--- src/rtl/riv_mem_port_arbiter.sv ---
// Shares the core's single memory port between instruction fetch (IF) and the
// MEM-stage data access, with one outstanding transaction at a time.
// Ports:
//   clk, rst_n                      clock, async active-low reset
//   if_req/if_addr/if_flush         fetch request, address, branch-redirect discard
//   if_rvalid/if_rdata              fetch response (1-cycle pulse, data passed through)
//   dm_req/dm_we/dm_be/dm_addr/dm_wdata  data request from the pipeline mem_* fields
//   dm_rvalid/dm_rdata              load data / store acknowledge
//   mem_req/mem_we/mem_be/mem_addr/mem_wdata  port request, held until mem_gnt
//   mem_gnt/mem_rvalid/mem_rdata    port accept and response
//   stall_if/stall_mem              pipeline stall terms (combinational)
module riv_mem_port_arbiter #(
    parameter int unsigned ADDR_W     = 64,
    parameter int unsigned DATA_W     = 64,
    parameter int unsigned STARVE_MAX = 4
) (
    input  logic                  clk,
    input  logic                  rst_n,
    input  logic                  if_req,
    input  logic [ADDR_W-1:0]     if_addr,
    input  logic                  if_flush,
    output logic                  if_rvalid,
    output logic [DATA_W-1:0]     if_rdata,
    input  logic                  dm_req,
    input  logic                  dm_we,
    input  logic [DATA_W/8-1:0]   dm_be,
    input  logic [ADDR_W-1:0]     dm_addr,
    input  logic [DATA_W-1:0]     dm_wdata,
    output logic                  dm_rvalid,
    output logic [DATA_W-1:0]     dm_rdata,
    output logic                  mem_req,
    output logic                  mem_we,
    output logic [DATA_W/8-1:0]   mem_be,
    output logic [ADDR_W-1:0]     mem_addr,
    output logic [DATA_W-1:0]     mem_wdata,
    input  logic                  mem_gnt,
    input  logic                  mem_rvalid,
    input  logic [DATA_W-1:0]     mem_rdata,
    output logic                  stall_if,
    output logic                  stall_mem
);

    localparam int unsigned BE_W  = DATA_W / 8;
    localparam int unsigned CNT_W = $clog2(STARVE_MAX + 1);
    localparam logic [CNT_W-1:0] STARVE_LIM = CNT_W'(STARVE_MAX);

    typedef enum logic [1:0] {
        ST_IDLE = 2'd0,
        ST_REQ  = 2'd1,
        ST_RSP  = 2'd2
    } state_e;

    state_e              state_q, state_d;
    logic                owner_if_q, owner_if_d;
    logic                drop_q, drop_d;
    logic [CNT_W-1:0]    starve_q, starve_d;
    logic                we_q, we_d;
    logic [BE_W-1:0]     be_q, be_d;
    logic [ADDR_W-1:0]   addr_q, addr_d;
    logic [DATA_W-1:0]   wdata_q, wdata_d;

    logic data_wins;
    logic rsp_fire;

    // Data has priority unless a pending fetch has been passed over STARVE_MAX times.
    assign data_wins = dm_req && !(if_req && (starve_q == STARVE_LIM));
    assign rsp_fire  = (state_q == ST_RSP) && mem_rvalid;

    // Next-state, arbitration and flush bookkeeping.
    always_comb begin
        state_d    = state_q;
        owner_if_d = owner_if_q;
        drop_d     = drop_q;
        starve_d   = starve_q;
        we_d       = we_q;
        be_d       = be_q;
        addr_d     = addr_q;
        wdata_d    = wdata_q;

        case (state_q)
            ST_IDLE: begin
                if (data_wins) begin
                    state_d    = ST_REQ;
                    owner_if_d = 1'b0;
                    drop_d     = 1'b0;
                    we_d       = dm_we;
                    be_d       = dm_be;
                    addr_d     = dm_addr;
                    wdata_d    = dm_wdata;
                    if (if_req) begin
                        starve_d = (starve_q == STARVE_LIM) ? starve_q : starve_q + CNT_W'(1);
                    end else begin
                        starve_d = '0;
                    end
                end else if (if_req) begin
                    state_d    = ST_REQ;
                    owner_if_d = 1'b1;
                    drop_d     = 1'b0;
                    we_d       = 1'b0;
                    be_d       = '1;
                    addr_d     = if_addr;
                    wdata_d    = '0;
                    starve_d   = '0;
                end
            end
            ST_REQ: begin
                if (owner_if_q && if_flush) begin
                    drop_d = 1'b1;
                end
                if (mem_gnt) begin
                    state_d = ST_RSP;
                end
            end
            ST_RSP: begin
                if (mem_rvalid) begin
                    state_d = ST_IDLE;
                    drop_d  = 1'b0;
                end else if (owner_if_q && if_flush) begin
                    drop_d = 1'b1;
                end
            end
            default: begin
                state_d = ST_IDLE;
            end
        endcase
    end

    // State and request-field registers.
    always_ff @(posedge clk or negedge rst_n) begin
        if (!rst_n) begin
            state_q    <= ST_IDLE;
            owner_if_q <= 1'b0;
            drop_q     <= 1'b0;
            starve_q   <= '0;
            we_q       <= 1'b0;
            be_q       <= '0;
            addr_q     <= '0;
            wdata_q    <= '0;
        end else begin
            state_q    <= state_d;
            owner_if_q <= owner_if_d;
            drop_q     <= drop_d;
            starve_q   <= starve_d;
            we_q       <= we_d;
            be_q       <= be_d;
            addr_q     <= addr_d;
            wdata_q    <= wdata_d;
        end
    end

    assign mem_req   = (state_q == ST_REQ);
    assign mem_we    = we_q;
    assign mem_be    = be_q;
    assign mem_addr  = addr_q;
    assign mem_wdata = wdata_q;

    // A fetch response is swallowed if a redirect arrived before or with it.
    assign if_rvalid = rsp_fire && owner_if_q && !drop_q && !if_flush;
    assign dm_rvalid = rsp_fire && !owner_if_q;
    assign if_rdata  = if_rvalid ? mem_rdata : '0;
    assign dm_rdata  = dm_rvalid ? mem_rdata : '0;

    assign stall_if  = if_req && !if_rvalid;
    assign stall_mem = dm_req && !dm_rvalid;

`ifndef SYNTHESIS
    // The port may only respond while a granted request is outstanding.
    a_rvalid_in_rsp: assert property (@(posedge clk) disable iff (!rst_n)
        mem_rvalid |-> (state_q == ST_RSP));
`endif

endmodule

--- config.mk ---
export PLATFORM = sky130hd
export DESIGN_NAME = riv_mem_port_arbiter
export DESIGN_NICKNAME = d
export VERILOG_FILES = /design/src/rtl/riv_mem_port_arbiter.sv
export SDC_FILE = /design/constraint.sdc
export NUM_CORES = 1
export LEC_CHECK = 0
export BUFFER_PORTS_ARGS = -buffer_cell sky130_fd_sc_hd__clkbuf_2
export CORE_AREA = 10 10 204 206
export DETAILED_ROUTE_END_ITERATION = 8
export DIE_AREA = 0 0 214 216
export GPL_TIMING_DRIVEN = 0
export PLACE_DENSITY = 0.44
export SLEW_MARGIN = 20
export SYNTH_ARGS = -nofsm -noshare
export SYNTH_HDL_FRONTEND = slang
export SYNTH_SLANG_ARGS = --single-unit
--- constraint.sdc ---
create_clock -name clk -period 1.9 [get_ports clk]
set_clock_uncertainty 0.05 [all_clocks]
set_input_delay 0.57 -clock clk [delete_from_list [all_inputs] [get_ports clk]]
set_output_delay 0.57 -clock clk [all_outputs]
set_load 0.005 [all_outputs]
==> metrics, run 1 <==
distinct cell type count after synthesis 33; Lkg Pwr 6.47 nW; vias in the first global route 8609; failing checks negative setup slack; fin util 0.338; total gr overflow 0; f_max 377 MHz; commonest non-fill, non-tap cell in the layout clkbuf_2; RSZ-0062 raised after global routing yes; Tmin final 2650 ps; sequential fraction of design power 0.312; setup violators final 133; layout cell share with drive strength beyond 1 0.578; placed instance area 0.0106 mm^2; Worst Hold Class primary input to asynchronous set/reset pin; Worst Max-Slew Pin Slew 584 ps; CP Max Fanout 5; crit path buf inv count 5; Setup WS post-layout -753 ps; commonest non-fill, non-tap cells in the layout clkbuf_2, dfrtp_1, nand2_1; WL final 43300 um; XOR/XNOR share of the synthesized area 0; Power Total 16.8 mW; max_cap viols 0; Final Cell Area 0.0126 mm^2; Syn-to-layout area delta 77.2%; Worst Path Arrival 2030 ps; CP delay by family, top buffers and inverters; Final Cycle Share 1.40; Post-Syn Instances 717; largest net degree at the start of global routing 59; Crit path largest cell delay 390 ps; core area 0.0374 mm^2; antenna violation net count after detailed routing 0; Die Wd 214 um; CTS max path bufs 2; non-filler cells in the finished layout 1848; setup slack, reg-to-reg 60 ps; CTS sink count 144; dpl hpwl 34200 um; Clock Tree Root clkbuf_16; syn_area_per_cell 9.95 um^2; Synth area leader dfrtp_1; CTS tree done; H-tree depth 4; P per Cell Area 1330 mW/mm^2; clock network fraction of design power 0.198; worst path required time 1280 ps; Fin Setup TNS -89960 ps; routability cong. 0.957; clock transition at the registers of the reported paths 70 ps; Synth Warn # 0; Internal Power 10.3 mW; WL per Instance 23.4 um; Rows 71; clk_lat worst skew 420 ps; Net Sw Frac 0.389; source of the critical timing path state_q[0]; crit-path cells inv_2 -> ha_4 -> nand2_4 -> buf_4 -> nor2_4 -> clkbuf_16 -> clkbuf_16 -> and2_1 -> buf_2; Cell Area, Synth 0.00713 mm^2; Setup CP Type register to output port; simple-gate share of the synthesized area 0.255; Yosys top cell area share 0.505; first-pass GRT wire length 60600 um; mux contribution to synthesized area 0; Logic pwr share 0.489; drt drc 0; P_sw 6.56 mW; Via density 4.38; Post-CTS Hold Buffers 0; Initial Utilization 0.191; main combinational cell family by area after synthesis simple AND/OR/NAND/NOR gates; synth top area cells dfrtp_1, and2_1, a22o_1; DRC violation total after the first TritonRoute iteration 357; Layout Nets 1593; Max Slew Vio Count 0; syn_nets 994; status finished, violations left; max_slew headroom 0.610; Cells after DPL 1769; reg2reg start state_q[0]; I/O pins 542; Synth Area in Compound Gates 0.170; total track usage 0.175; Worst setup SP type register; Adder-Cell Fraction of Synth Area 0.00877; initial antenna violation count 13; first drt pass iteration count 5; crit path capture type output port; post-synthesis sequential area ratio 0.505; crit-path most repeated cell clkbuf_16; number of synthesized register bits 144; die area 0.0462 mm^2; port bufs 539; maximum VDD drop 0.550 mV; Die Y 216 um; TritonCTS Buffers 17; final hold vios 0; slowest stage cell, crit path dfrtp_1; vias 8094
-- sequential cells by signal (all words and copies together), names as in the netlist --
signal	count
state_q	2
mem_addr	64
drop_q	1
mem_wdata	64
mem_we	1
starve_q	3
owner_if_q	1
mem_be	8
-- synthesized netlist by cell type --
cell and count:
ha_1 5, clkbuf_2 6, buf_2 20, o22ai_1 2, o41ai_1 1, a21oi_1 1
dfrtp_1 144, a32o_1 1, nor3b_1 1, o21ai_0 1, and2_1 129, o211ai_1 65
and3_4 1, inv_1 6, o21ai_4 1, clkbuf_1 25, a22o_1 65, nand2_1 131
nand4_1 65, o22a_1 8, nand3_1 1, nor2b_1 4, o21a_1 1, buf_6 8
o32ai_1 1, buf_4 11, nor4b_4 1, nor2_1 4, nand2b_1 1, nand3_4 1
o32a_1 1, buf_1 4, nor3_1 1
-- layout make-up --
type	count	area, um^2
fill	3932	24800
timing repair buffer	580	3670
sequential	144	3600
multi-input combinational	493	3360
buffer	74	749
tap	511	639
clock buffer	17	425
clock inverter	15	140
inverter	6	25.0
antenna	8	20.0
-- worst paths after layout --
| check | cells past startpoint | to |
|---|---|---|
| max in group asynchronous | 3 | mem_addr[63] |
| setup reg to reg | 9 | mem_wdata[11] |
| min in group clk | 2 | mem_wdata[40] |
| hold reg to reg | 2 | mem_addr[40] |
| setup / recovery | 9 | dm_rdata[28] |
| hold / removal | 1 | mem_wdata[5] |
-- metal layers --
layer	GRT usage	up-vias	wire (um)
li1	-	3756	-
met1	0.181	3941	15700
met2	0.329	342	23900
met3	0.0508	51	2660
met4	0.0569	4	916
met5	0	-	23
-- kinds of logic (layout without fill, tap and decap cells) --
logic type | count (synthesis) | count (layout)
buf+inv | 80 | 692
other cells | 0 | 8
fa+ha+maj | 5 | 5
simple gates | 340 | 340
flops | 144 | 144
compound gates | 148 | 148
-- timing repair --
item / CTS / global route
setup buffers: 13 / 14
endpoints found under the setup margin: 204 / 242
gates cloned: 4 / 10
resized for setup: 81 / 291
pin swaps: 3 / 44
-- worst reg2reg max path: stages, from the launching register on --
cell	delay, ps
dfrtp_1	390
inv_2	80
buf_4	100
buf_4	110
ha_4	140
buf_6	120
o21ai_4	130
buf_4	180
buf_2	180
a22o_1	260
-- power by group through the flow --
stage          Combinational (mW)  Clock, mW  Sequential, mW
3_3_place_gp                 6.99          0            5.27
6_report                     8.25       3.34            5.26
2_1_floorplan                3.34          0            5.33
4_1_cts                      7.45       3.46            5.26
3_5_place_dp                 7.00          0            5.28
5_1_grt                      8.99       3.57            5.44
-- through the flow --
stage                     hold WS, ps  worst slack (ps)
after floorplan                   224             -97.8
after global placement            429             -2740
after detailed placement          435              -563
after CTS                        22.2              -753
after global routing             36.1              -854
final                            24.6              -753
(Power assumes the default switching activity.)
==> inputs of run 2 (changes only) <==
- HOLD_SLACK_MARGIN: unset -> 0.1
==> run 2 against run 1 <==
  * Setup slack worse by 1.8 ps
  * Via count is 0.19% lower
  * Highest routed layer unchanged
  * Sequential power hardly changed
  * Critical path depth stayed put
  * Sequential share of layout area hardly changed
  * Wire length hardly changed
  * The flow still finishes with violations (negative setup slack)
==> metrics, run 2 (same netlist as run 1, synthesis figures left out) <==
initial antenna violation count 13 (unchanged); clk_lat worst skew 430 ps (about the same); worst path required time 1280 ps (about the same); total gr overflow 0 (unchanged); largest net degree at the start of global routing 59 (unchanged); routability cong. 0.957 (unchanged); final hold vios 0 (unchanged); Max Slew Vio Count 0 (unchanged); Worst Hold Class primary input to register; Die Wd 214 um (unchanged); Clock Tree Root clkbuf_16; drt drc 0 (unchanged); crit-path most repeated cell clkbuf_16; maximum VDD drop 0.556 mV (+0.96%); CTS sink count 144 (unchanged); H-tree depth 4 (unchanged); CP Max Fanout 5 (unchanged); Worst setup SP type register; CTS max path bufs 2 (unchanged); WL final 43300 um (about the same); antenna violation net count after detailed routing 0 (unchanged); status finished, violations left; Final Cycle Share 1.40 (about the same); layout cell share with drive strength beyond 1 0.577 (about the same); Initial Utilization 0.191 (unchanged); Crit path largest cell delay 390 ps (about the same); M1 WL 15700 um (-0.41%); metal3 WL 2710 um (+1.8%); Die Y 216 um (unchanged); CTS tree done; Worst Path Arrival 2040 ps (about the same); TritonCTS Buffers 17 (unchanged); die area 0.0462 mm^2 (unchanged); crit-path cells inv_2 -> ha_4 -> nand2_4 -> buf_4 -> nor2_4 -> clkbuf_16 -> clkbuf_16 -> and2_1 -> buf_2; Tmin final 2660 ps (+1.83 ps); Setup WS post-layout -755 ps (-1.83 ps); f_max 377 MHz (about the same); P_sw 6.56 mW (about the same); source of the critical timing path state_q[0]; failing checks negative setup slack; Setup CP Type register to output port; dpl hpwl 34200 um (unchanged); Worst Max-Slew Pin Slew 584 ps (+0.0106 ps); first-pass GRT wire length 60600 um (about the same); Syn-to-layout area delta 77.3% (about the same); total track usage 0.174 (about the same); commonest non-fill, non-tap cell in the layout clkbuf_2; Layout Nets 1594 (+0.063%); vias in the first global route 8615 (+0.070%); sequential fraction of design power 0.312 (about the same); Rows 71 (unchanged); WL met2 23900 um (about the same); Final Cell Area 0.0126 mm^2 (about the same); HP Start dm_wdata[40]; first drt pass iteration count 6 (+1); crit path buf inv count 5 (unchanged); Via density 4.37 (-0.24%); vias 8079 (-0.19%); port bufs 539 (unchanged); Lkg Pwr 6.47 nW (about the same); commonest non-fill, non-tap cells in the layout clkbuf_2, dfrtp_1, nand2_1; DRC violation total after the first TritonRoute iteration 323 (-9.5%); CP delay by family, top buffers and inverters; I/O pins 542 (unchanged); WL per Instance 23.4 um (about the same); Internal Power 10.3 mW (about the same); max_slew headroom 0.610 (about the same); slowest stage cell, crit path dfrtp_1; crit path capture type output port; clock transition at the registers of the reported paths 70 ps (about the same); Net Sw Frac 0.389 (about the same); clock network fraction of design power 0.199 (about the same); Max Used Layer met5; hold slack 296 ps (+271 ps); Logic pwr share 0.489 (about the same); reg2reg start state_q[0]; placed instance area 0.0106 mm^2 (unchanged); core area 0.0374 mm^2 (unchanged); RSZ-0062 raised after global routing yes; max_cap viols 0 (unchanged); setup violators final 133 (unchanged); P per Cell Area 1330 mW/mm^2 (about the same)
## run 2: final timing paths
| check | slack [ps] | endpoint | cells after the start |
|---|---|---|---|
| min in group asynchronous | 590 | mem_wdata[5] | 2 |
| worst min-delay path | 300 | mem_wdata[40] | 2 |
| worst max register to register | 60 | mem_wdata[11] | 9 |
| max in group asynchronous | 260 | mem_addr[63] | 4 |
| worst max-delay path | -760 | dm_rdata[28] | 9 |
| worst min register to register | 440 | mem_addr[40] | 2 |
## run 2: worst reg2reg max path: stages (launching register included)
cell	delay (ps)
dfrtp_1	390
inv_2	80
buf_4	100
buf_4	110
ha_4	140
buf_6	120
o21ai_4	130
buf_4	180
buf_2	180
a22o_1	260
## run 2: area by class of cell
class	instances	area, um^2
Sequential cell	144	3600
Buffer	74	749
Clock inverter	15	140
Clock buffer	17	425
Antenna cell	8	20.0
Tap cell	511	639
Fill cell	3931	24800
Multi-Input combinational cell	493	3360
Inverter	6	25.0
Timing Repair Buffer	581	3680
## run 2: layer usage
metal,up-vias,global-route usage
met5,-,0
met4,4,0.0569
met3,51,0.0508
met2,337,0.329
met1,3932,0.181
li1,3755,-
## run 2: repair_timing
| action | in CTS | in global routing |
|---|---|---|
| hold endpoints to repair | 47 | 0 |
| setup buffers | 13 | 14 |
| gates resized for setup | 81 | 291 |
| pin swaps | 3 | 44 |
| gates cloned | 4 | 10 |
| setup endpoints to repair | 204 | 242 |
| hold buffers | 1 | 0 |
## run 2: through the flow
stage / setup slack, ps / power (mW) / utilization / instances / TNS (ps)
after floorplan: -97.8 / 8.68 / - / 717 / -4480
final: -755 / 16.9 / 0.338 / 1849 / -90200
after global routing: -854 / 18.0 / 0.338 / 1847 / -104630
after global placement: -2740 / 12.3 / 0.282 / 1767 / -459860
after detailed placement: -563 / 12.3 / 0.284 / 1769 / -68780
after CTS: -753 / 16.2 / 0.311 / 1819 / -89110
## run 2: power by group through the flow
stage	sequential, mW	combinational (mW)	clock [mW]
5_1_grt	5.44	8.99	3.57
3_5_place_dp	5.28	7.00	0
3_3_place_gp	5.27	6.99	0
2_1_floorplan	5.33	3.34	0
4_1_cts	5.26	7.45	3.46
6_report	5.26	8.25	3.35
==> inputs of run 3 (changes only) <==
- ABC_AREA: unset -> 1
- ABC_CLOCK_PERIOD_IN_PS: unset -> 1900
- CORE_AREA: 10 10 204 206 -> 10 10 203 205
- DIE_AREA: 0 0 214 216 -> 0 0 213 215
- PLACE_DENSITY: 0.44 -> 0.46
==> run 3 against run 2 <==
  * The run still ends with negative setup slack left
  * First-iteration DRC count is 49% higher
  * Critical path type unchanged
  * Final area is 2.6% lower
  * Largest power group unchanged
  * Core utilization decreased by 0.71 points
  * Clock power up 11%
  * Highest routed layer unchanged
  * Total power decreased by 4.0%
  * Fmax is 7.9% higher
  * Critical path depth decreased by 1
  * Sequential share of layout area rose by 0.76 points
  * Hold slack worse by 170 ps
  * Synthesized area is 7.7% higher
  * Combinational power shrank 16%
==> metrics, run 3 <==
status finished, violations left; failing checks negative setup slack; Crit path largest cell delay 390 ps (about the same); vias 9121 (+13%); clock network fraction of design power 0.230 (+0.031); slowest stage cell, crit path dfrtp_1; f_max 406 MHz (+7.9%); Synth async-reset ratio 1.00 (unchanged); Die Y 215 um (-0.46%); Post-Syn Instances 1138 (+59%); synth top area cells dfrtp_1, nand2_1, inv_1; WL per Instance 19.0 um (-19%); antenna violation net count after detailed routing 0 (unchanged); first-pass GRT wire length 60900 um (+0.56%); syn_area_per_cell 6.75 um^2 (-32%); mux contribution to synthesized area 0 (unchanged); routability cong. 0.980 (+2.5%); top_reg_cell synth dfrtp_1; max_slew headroom 0.512 (-0.0980); final hold vios 0 (unchanged); hold slack 128 ps (-168 ps); setup violators final 133 (unchanged); Logic pwr share 0.431 (-0.058); max_cap viols 0 (unchanged); sequential fraction of design power 0.339 (+0.027); maximum VDD drop 0.554 mV (-0.28%); Initial Utilization 0.206 (+0.0157); EDFF count, synth 0 (unchanged); Syn-to-layout area delta 60.4%; crit path capture type output port; CTS sink count 144 (unchanged); Tmin final 2460 ps (-194 ps); Worst Max-Slew Pin Slew 731 ps (+147 ps); vias in the first global route 9447 (+9.7%); port bufs 541 (+0.37%); Final Cycle Share 1.30 (-0.102); Via density 4.13 (-5.6%); first drt pass iteration count 5 (-1); Lkg Pwr 7.84 nW (+21%); Yosys top cell area share 0.469 (-0.0362); total gr overflow 0 (unchanged); commonest cells in the netlist nand2_1, inv_1, dfrtp_1; syn_nets 1415 (+42%); Layout Nets 1992 (+25%); crit-path cells inv_2 -> ha_4 -> nand2_4 -> nor2_4 -> inv_6 -> clkbuf_8 -> nor2_1 -> clkbuf_2; DRC violation total after the first TritonRoute iteration 480 (+49%); crit path buf inv count 4 (-1); distinct cell type count after synthesis 16 (-52%); TritonCTS Buffers 17 (unchanged); total track usage 0.177 (+0.00276); H-tree depth 4 (unchanged); most frequent cell after synthesis nand2_1; clock transition at the registers of the reported paths 60 ps (about the same); RSZ-0062 raised after global routing yes; P per Cell Area 1310 mW/mm^2 (-1.5%); Die Wd 213 um (-0.47%); main combinational cell family by area after synthesis simple AND/OR/NAND/NOR gates; Worst Path Arrival 1840 ps (-200 ps); die area 0.0458 mm^2 (-0.93%); worst path required time 1280 ps (about the same); initial antenna violation count 14 (+1); I/O pins 542 (unchanged); Fillers 4136 (+5.2%); Synth area leader dfrtp_1; commonest non-fill, non-tap cells in the layout clkbuf_2, nand2_1, inv_1; Net Sw Frac 0.398 (+0.00818); simple-gate share of the synthesized area 0.367 (+0.111); clk_lat worst skew 420 ps (about the same); drt drc 0 (unchanged); core area 0.0372 mm^2 (-0.48%); Adder-Cell Fraction of Synth Area 0.00814 (-0.000628); XOR/XNOR share of the synthesized area 0 (unchanged); Setup CP Type register to output port; largest net degree at the start of global routing 82 (+39%); Power Total 16.2 mW (-4.0%); post-synthesis sequential area ratio 0.469 (-0.0362); layout cell share with drive strength beyond 1 0.417 (-0.160); Cell Area, Synth 0.00768 mm^2 (+7.7%); WL final 42000 um (-3.0%); dpl hpwl 35000 um (+2.4%); Worst setup SP type register; number of synthesized register bits 144 (unchanged); CTS max path bufs 2 (unchanged); Max Slew Vio Count 0 (unchanged); CP Max Fanout 10 (+5); Rows 71 (unchanged); Worst Hold Class primary input to asynchronous set/reset pin; Clock Tree Root clkbuf_16; CTS tree done; CP delay by family, top buffers and inverters; commonest non-fill, non-tap cell in the layout clkbuf_2; Internal Power 9.75 mW (-5.3%); Synth Warn # 0 (unchanged); Synth Area in Compound Gates 0.00651 (-0.163); Setup WS post-layout -561 ps (+194 ps); P_sw 6.43 mW (-2.0%)
-- run 3: changes by cell type in the layout (fill, tap and decap cells not counted), sizes merged, moves of 8 or more --
cell	change
nand2	+299
inv	+201
nand3	+133
nor2	+132
and2	-129
buf	-75
a22o	-65
o211ai	-65
nand4	-64
clkbuf	+45
o21ai	+8
o22a	-8
-- run 3: per-stage QoR --
step | instances | util | setup slack, ps | cell area [um^2] | TNS [ps]
after floorplan | 1138 | - | 25.1 | 7690 | 0
after global placement | 2153 | 0.295 | -2670 | 11000 | -441870
after CTS | 2197 | 0.325 | -652 | 12100 | -79110
after detailed placement | 2154 | 0.296 | -596 | 11000 | -59080
after global routing | 2209 | 0.331 | -669 | 12300 | -82410
final | 2211 | 0.331 | -561 | 12300 | -66140
-- run 3: final cells by class --
class	count	area [um^2]	area share
diodes	9	22.5	0.00183
well taps	474	593	0.0481
clock inverters	13	200	0.0162
repair buffers	557	2910	0.236
repair inverters	1	6.26	0.000508
clock buffers	19	443	0.0359
flip-flops and latches	144	3600	0.293
multi-input cells	718	3210	0.261
plain buffers	65	531	0.0430
inverters	211	802	0.0651
-- run 3: repair_timing --
action / 4_1_cts / 5_1_grt
hold buffers: 0 / 0
pin swaps: 7 / 8
resized for setup: 97 / 101
buffers inserted: 8 / 5
setup endpoints to repair: 189 / 241
gates cloned: 3 / 0
-- run 3: logic make-up (layout without fill, tap and decap cells) --
group,count (synthesis),in the layout
AOI/OAI and AO/OA,10,10
adders and majority gates,5,5
buffers and inverters,276,866
DFF,144,144
other,0,9
and+or+nand+nor,703,703
-- run 3: path summary, 6_finish.rpt --
path | start | slack, ps | end | cells past startpoint
worst min register to register | mem_addr[1] | 430 | mem_addr[1] | 2
max in group asynchronous | rst_n | 840 | starve_q[2] | 2
worst max-delay path | state_q[0] | -560 | dm_rdata[39] | 8
min in group clk | dm_wdata[18] | 280 | mem_wdata[18] | 3
worst max register to register | state_q[1] | 130 | mem_addr[49] | 10
worst min-delay path | rst_n | 130 | mem_wdata[17] | 1
-- run 3: worst register-to-register path: stages, from the launching register on --
cell and delay (ps):
dfrtp_2 430, buf_4 140, buf_6 110, inv_6 60, ha_4 150, nand2_2 130, inv_2 110, buf_8 160
buf_6 170, nand3_1 120, nand2_1 70
-- run 3: power groups by stage --
stage	registers, mW	logic, mW	clock network [mW]
floorplan	5.55	2.97	0
global placement	5.47	6.70	0
detailed placement	5.49	6.73	0
CTS	5.48	7.01	3.85
global route	5.68	7.87	3.98
finish	5.48	6.97	3.73
-- run 3: layer usage --
layer | part of all wire | GRT usage | up-vias
met5 | 0.0012 | 0 | -
met3 | 0.084 | 0.0565 | 52
li1 | - | - | 4497
met1 | 0.35 | 0.174 | 4232
met2 | 0.54 | 0.338 | 334
met4 | 0.026 | 0.0621 | 6
